[src/rtl/barcode_rx_pkg.sv]
// Shared types and constants for the barcode station reader.
package barcode_pkg;

    typedef enum logic [1:0] {IDLE, MEASURE, WAIT_FALL, SAMPLE} bc_state_t;

    localparam int BITS = 8;
    localparam logic [1:0] VALID_TAG = 2'b00;

    // Station IDs are tagged in their two MSBs; anything else is noise.
    function automatic logic isValid(input logic [BITS-1:0] word);
        return word[BITS-1 -: 2] == VALID_TAG;
    endfunction

endpackage

[src/rtl/barcode_rx_if.sv]
// Barcode line and ID handshake between the reader and the command controller.
interface barcode_rx_if;
    import barcode_pkg::*;

    logic            BC;
    logic            clr_ID_vld;
    logic [BITS-1:0] ID;
    logic            ID_vld;

    modport master (output BC, output clr_ID_vld, input ID, input ID_vld);
    modport slave  (input BC, input clr_ID_vld, output ID, output ID_vld);

endinterface

[src/rtl/barcode_rx_edge_det.sv]
// Two-flop synchronizer for the raw barcode line plus an edge-detect flop.
module bc_edge_det
    import barcode_pkg::*;
(
    input  logic clk,
    input  logic rst_n,
    input  logic bc_i,
    output logic bcS_o,
    output logic fall_o,
    output logic rise_o
);

    logic bcMeta_q;
    logic bcSync_q;
    logic bcDly_q;

    // Reset to 1 because the line idles high; no spurious edge after reset.
    always_ff @(posedge clk or negedge rst_n) begin
        if (!rst_n) begin
            bcMeta_q <= 1'b1;
            bcSync_q <= 1'b1;
            bcDly_q  <= 1'b1;
        end else begin
            bcMeta_q <= bc_i;
            bcSync_q <= bcMeta_q;
            bcDly_q  <= bcSync_q;
        end
    end

    assign bcS_o  = bcSync_q;
    assign fall_o = bcDly_q & ~bcSync_q;
    assign rise_o = ~bcDly_q & bcSync_q;

endmodule

[src/rtl/barcode_rx.sv]
// Barcode reader: learns the bit period from the start pulse, samples eight
// data bits MSB-first and hands valid station IDs to the command controller.
module barcode_rx
    import barcode_pkg::*;
#(
    parameter int unsigned          CNT_W   = 22,
    parameter logic [CNT_W-1:0]     TIMEOUT = {CNT_W{1'b1}}
) (
    input  logic        clk,
    input  logic        rst_n,
    barcode_rx_if.slave bus
);

    localparam int               CW       = $clog2(BITS);
    localparam logic [CW-1:0]    LAST_BIT = CW'(BITS - 1);

    bc_state_t         state_q, state_d;
    logic [CNT_W-1:0]  tmr_q;
    logic [CNT_W-1:0]  period_q;
    logic [BITS-1:0]   shift_q;
    logic [CW-1:0]     bitCnt_q;
    logic [BITS-1:0]   id_q;
    logic              idVld_q;

    logic              bcS, fall, rise;
    logic              sampleHit, timeoutHit, lastBit;
    logic              tmrClr, tmrInc, periodLd, shiftEn, wordDone;
    logic [BITS-1:0]   shiftNext;

    bc_edge_det uEdge (
        .clk    (clk),
        .rst_n  (rst_n),
        .bc_i   (bus.BC),
        .bcS_o  (bcS),
        .fall_o (fall),
        .rise_o (rise)
    );

    assign sampleHit  = (state_q == SAMPLE) && (tmr_q == period_q);
    assign timeoutHit = (state_q == WAIT_FALL) && (tmr_q == TIMEOUT);
    assign lastBit    = (bitCnt_q == LAST_BIT);
    assign shiftNext  = {shift_q[BITS-2:0], bcS};

    always_ff @(posedge clk or negedge rst_n) begin
        if (!rst_n) state_q <= IDLE;
        else        state_q <= state_d;
    end

    always_comb begin
        state_d = state_q;
        case (state_q)
            IDLE:      if (fall) state_d = MEASURE;
            MEASURE:   if (rise) state_d = WAIT_FALL;
            WAIT_FALL: begin
                if (fall)            state_d = SAMPLE;
                else if (timeoutHit) state_d = IDLE;
            end
            SAMPLE:    if (sampleHit) state_d = lastBit ? IDLE : WAIT_FALL;
            default:   state_d = IDLE;
        endcase
    end

    // Edges during SAMPLE are deliberately ignored until the sample point.
    always_comb begin
        tmrClr   = ((state_q == IDLE) || (state_q == WAIT_FALL)) && fall;
        tmrInc   = (state_q != IDLE) && !((state_q == MEASURE) && (&tmr_q));
        periodLd = (state_q == MEASURE) && rise;
        shiftEn  = sampleHit;
        wordDone = sampleHit && lastBit;
    end

    always_ff @(posedge clk or negedge rst_n) begin
        if (!rst_n) begin
            tmr_q    <= '0;
            period_q <= '0;
            shift_q  <= '0;
            bitCnt_q <= '0;
        end else begin
            if (tmrClr)      tmr_q <= '0;
            else if (tmrInc) tmr_q <= tmr_q + 1'b1;
            if (periodLd) begin
                period_q <= tmr_q;
                bitCnt_q <= '0;
            end else if (shiftEn) begin
                bitCnt_q <= bitCnt_q + 1'b1;
            end
            if (shiftEn) shift_q <= shiftNext;
        end
    end

    // An accepted word beats a simultaneous clear from the controller.
    always_ff @(posedge clk or negedge rst_n) begin
        if (!rst_n) begin
            id_q    <= '0;
            idVld_q <= 1'b0;
        end else if (wordDone && isValid(shiftNext)) begin
            id_q    <= shiftNext;
            idVld_q <= 1'b1;
        end else if (bus.clr_ID_vld) begin
            idVld_q <= 1'b0;
        end
    end

    assign bus.ID     = id_q;
    assign bus.ID_vld = idVld_q;

endmodule

[src/flat_wrapper.sv]
// flat-port wrapper written by rule: the top's interface ports become plain ports
module barcode_rx_flat import barcode_pkg::*;
#(
    parameter int unsigned          CNT_W   = 22,
    parameter logic [CNT_W-1:0]     TIMEOUT = {CNT_W{1'b1}}
)
  (clk, rst_n, bus_BC, bus_clr_ID_vld, bus_ID, bus_ID_vld);
  barcode_rx_if bus_i ();
  input  logic clk;
  input  logic rst_n;
  input wire logic [$bits(bus_i.BC)-1:0] bus_BC;
  input wire logic [$bits(bus_i.clr_ID_vld)-1:0] bus_clr_ID_vld;
  output wire logic [$bits(bus_i.ID)-1:0] bus_ID;
  output wire logic [$bits(bus_i.ID_vld)-1:0] bus_ID_vld;
  assign bus_i.BC = bus_BC;
  assign bus_i.clr_ID_vld = bus_clr_ID_vld;
  assign bus_ID = bus_i.ID;
  assign bus_ID_vld = bus_i.ID_vld;
  barcode_rx #(.CNT_W(CNT_W), .TIMEOUT(TIMEOUT)) u_core (.clk(clk), .rst_n(rst_n), .bus(bus_i));
endmodule
[config.mk]
export PLATFORM = sky130hd
export DESIGN_NAME = barcode_rx_flat
export DESIGN_NICKNAME = d
export VERILOG_FILES = /design/src/rtl/barcode_rx_pkg.sv /design/src/rtl/barcode_rx_if.sv /design/src/rtl/barcode_rx_edge_det.sv /design/src/rtl/barcode_rx.sv /design/src/flat_wrapper.sv
export SDC_FILE = /design/constraint.sdc
export NUM_CORES = 1
export LEC_CHECK = 0
export BUFFER_PORTS_ARGS = -buffer_cell sky130_fd_sc_hd__buf_2
export CORE_MARGIN = 3
export CORE_UTILIZATION = 65
export CTS_CLUSTER_DIAMETER = 200
export DETAILED_ROUTE_END_ITERATION = 12
export GPL_TIMING_DRIVEN = 1
export HOLD_SLACK_MARGIN = 0.02
export PLACE_DENSITY = 0.83
export RECOVER_POWER = 50
export SLEW_MARGIN = 20
export SYNTH_ARGS = -nofsm -noshare
export SYNTH_HDL_FRONTEND = slang
export SYNTH_SLANG_ARGS = --single-unit
[constraint.sdc]
create_clock -name clk -period 6 [get_ports clk]
set_clock_uncertainty 0.1 [all_clocks]
set_input_delay 1.2 -clock clk [delete_from_list [all_inputs] [get_ports clk]]
set_output_delay 1.2 -clock clk [all_outputs]
set_load 0.01 [all_outputs]
==> results.txt <==
Final Wtd Congestion: 0.8534
largest net degree at the start of global routing: 69
GRT Util Overall: 24.00%
clk root buf: clkbuf_8
Yosys reg bits: 68
Ant. Diodes: 0
chip width: 78.05 um
Fillers: 340
RSZ-0062 raised after global routing: no
Fin Hold WS: 0.2677 ns
Ys Warns: 0
Post-layout nets: 296
vias per cell: 6.030
H-tree depth: 3
Cells after Synth: 283
Core Area: 4880 sq um
final wirelength: 6420 um
CP max FO: 11
Yosys top cell area share: 48.20%
PortBufs: 12
vias in the first global route: 2292
Iter 0 DRT Violations: 142
number of I/O pins: 13
Placement Cell Area: 3415 sq um
endpoints failing hold: 0
WS Path Type: reg -> reg
row cnt: 25
fin crit share: 40.74%
Hold Buf Count CTS: 0
P_leak: 1.725 nW
TritonCTS buffer count: 9
post-CTS sizing: 0
drt wl/cell: 17.78 um
status: finished, final reports clean
most frequent cells in the layout: 65 x dfrtp_1, 24 x xnor2_1, 22 x mux2_2
global-route wire length before repair: 11260 um
Skew-Pair Late Insertion Delay: 0.34 ns
Max VDD drop: 277.8 uV
CTS Sinks: 68
gr ovfl total: 0
maximum clock frequency: 0.4091 GHz
die area: 6092 sq um
setup TNS: 0 ns
final setup fails: 0
drt drc: 0
post-route design area: 3651 sq um
CP Launch Type: flop
mapped cell area: 3374 sq um
total number of vias: 2177
Yosys top cell by area: dfrtp_1
most common cell after layout, fill and taps aside: dfrtp_1
Slew @ Worst Pin: 0.8334 ns
first drt pass iteration count: 4
Post-synth EDFFs: 0
Avg Inst Size Synth: 11.92 sq um
register area share after synthesis: 50.54%
Pwr per Cell Area: 367.3 nW/um^2
worst endpoint required time: 6.12 ns
Initial Util: 69.15%
antenna-violating nets left: 0
syn_nets: 290
area grow syn2layout: 8.194%
min cycle time layout: 2.444 ns
reg2reg setup slack: 3.56 ns
crit end category: flop
Max Slew Vio Count: 0
Synth async-reset ratio: 100.0%
antenna violations before repair: 0
synth unique cells: 48
Die Y-Extent: 78.05 um
Post-synth top flop: dfrtp_1
Area contributors post-synth: dfrtp_1 48%, mux2_2 7.3%, xnor2_1 6.2%, mux2_1 5.0%, dfstp_2 2.3%
start point of the critical path: u_core.tmr_q[10]
hold crit path type: reg -> reg
hpwl dp: 4065 um
Max-cap violations: 0
CTS Buffer Depth: 2
worst r2r src: u_core.tmr_q[10]
Hold Crit Start: u_core.uEdge.bcMeta_q
CTS tree: built
slew margin rel.: 44.44%
share of layout cells above drive strength 1: 21.43%
Worst-path clk slew: 0.08 ns
final core utilization: 74.82%
critical path arrival: 2.56 ns
Setup Fix Bufs, Post-CTS: 0
layout make-up:
class | instances | area (sq um) | share of cell area (%)
Sequential cell | 68 | 1705 | 46.71
Clock inverter | 5 | 83.83 | 2.296
Tap cell | 67 | 83.83 | 2.296
Clock buffer | 11 | 151.4 | 4.147
Timing Repair Buffer | 14 | 75.07 | 2.056
Inverter | 5 | 18.77 | 0.5141
Multi-Input combinational cell | 191 | 1533 | 41.98
kinds of logic after synthesis:
group	Yosys count	share of synthesized area, %
and+or+nand+nor	81	14.05
buffers and inverters	24	4.079
muxes	42	13.83
xor gates and xnor gates	27	7.008
DFF	68	50.54
AOI/OAI and AO/OA	38	9.381
adders and majority gates	3	1.112
final timing paths:
kind                            cells past startpoint                   to
max in group asynchronous                           2  u_core.period_q[20]
min in group asynchronous                           2      u_core.tmr_q[9]
worst min-delay path                                0   u_core.uEdge.bcS_o
worst min register to register                      0   u_core.uEdge.bcS_o
worst max-delay path                                5    u_core.shift_q[5]
worst max register to register                      5    u_core.shift_q[5]
synthesized netlist by cell type (2+ instances only):
cell type / number
and4_4: 2
mux2_1: 15
o21ai_0: 4
a21oi_1: 3
a41o_1: 4
and3_1: 3
xor2_1: 3
or4_1: 2
a211oi_1: 2
o211ai_1: 5
a31oi_1: 4
xnor2_1: 24
inv_1: 5
mux2i_1: 5
a211oi_4: 2
nor2_1: 12
clkbuf_1: 8
dfrtp_1: 65
dfstp_2: 3
and4_1: 7
mux2_2: 22
nand2b_1: 6
buf_6: 5
and2_1: 4
nor2b_1: 6
a32o_1: 3
nand4_1: 8
nand3_1: 4
ha_1: 3
nand2_1: 16
a31o_1: 2
nor3_1: 5
o31ai_1: 2
buf_2: 5
critical path, stage by stage (launching register included):
cell and delay, ns:
dfrtp_1 0.47, xnor2_1 0.28, nand4_1 0.15, nor4_2 0.39, and3_1 0.55, mux2_1 0.38
sequential cells by signal (all words and copies together), names as in the netlist:
signal	count
u_core.period_q	22
u_core.tmr_q	22
u_core.state_q	2
u_core.uEdge.bcMeta_q	1
u_core.shift_q	7
u_core.uEdge.bcDly_q	1
u_core.bitCnt_q	3
u_core.bus.ID	8
u_core.bus.ID_vld	1
u_core.uEdge.bcS_o	1
per-stage QoR:
stage          std cells  total power, W  setup WS (ns)
2_1_floorplan        283       0.0008321          3.965
3_3_place_gp         345       0.0008881          3.492
3_5_place_dp         345       0.0009070          3.457
4_1_cts              361        0.001347          3.407
5_1_grt              361        0.001416          3.393
6_report             361        0.001341          3.556
where the power goes:
part | total [W] | internal, W | switching, W
clock network | 0.000433 | 0.000257 | 0.000176
registers | 0.000621 | 0.000533 | 0.0000888
logic | 0.000287 | 0.000138 | 0.000148
per-layer routing:
layer / wire length [um] / GRT usage [%] / up-vias
met1: 3018 / 33.08 / 1091
met3: 220 / 5.963 / 12
met4: 147 / 12.06 / 0
met2: 3034 / 35.53 / 40
li1: - / - / 1034
met5: 0 / 0 / -
Note: power is estimated with default switching activity, not from simulation.
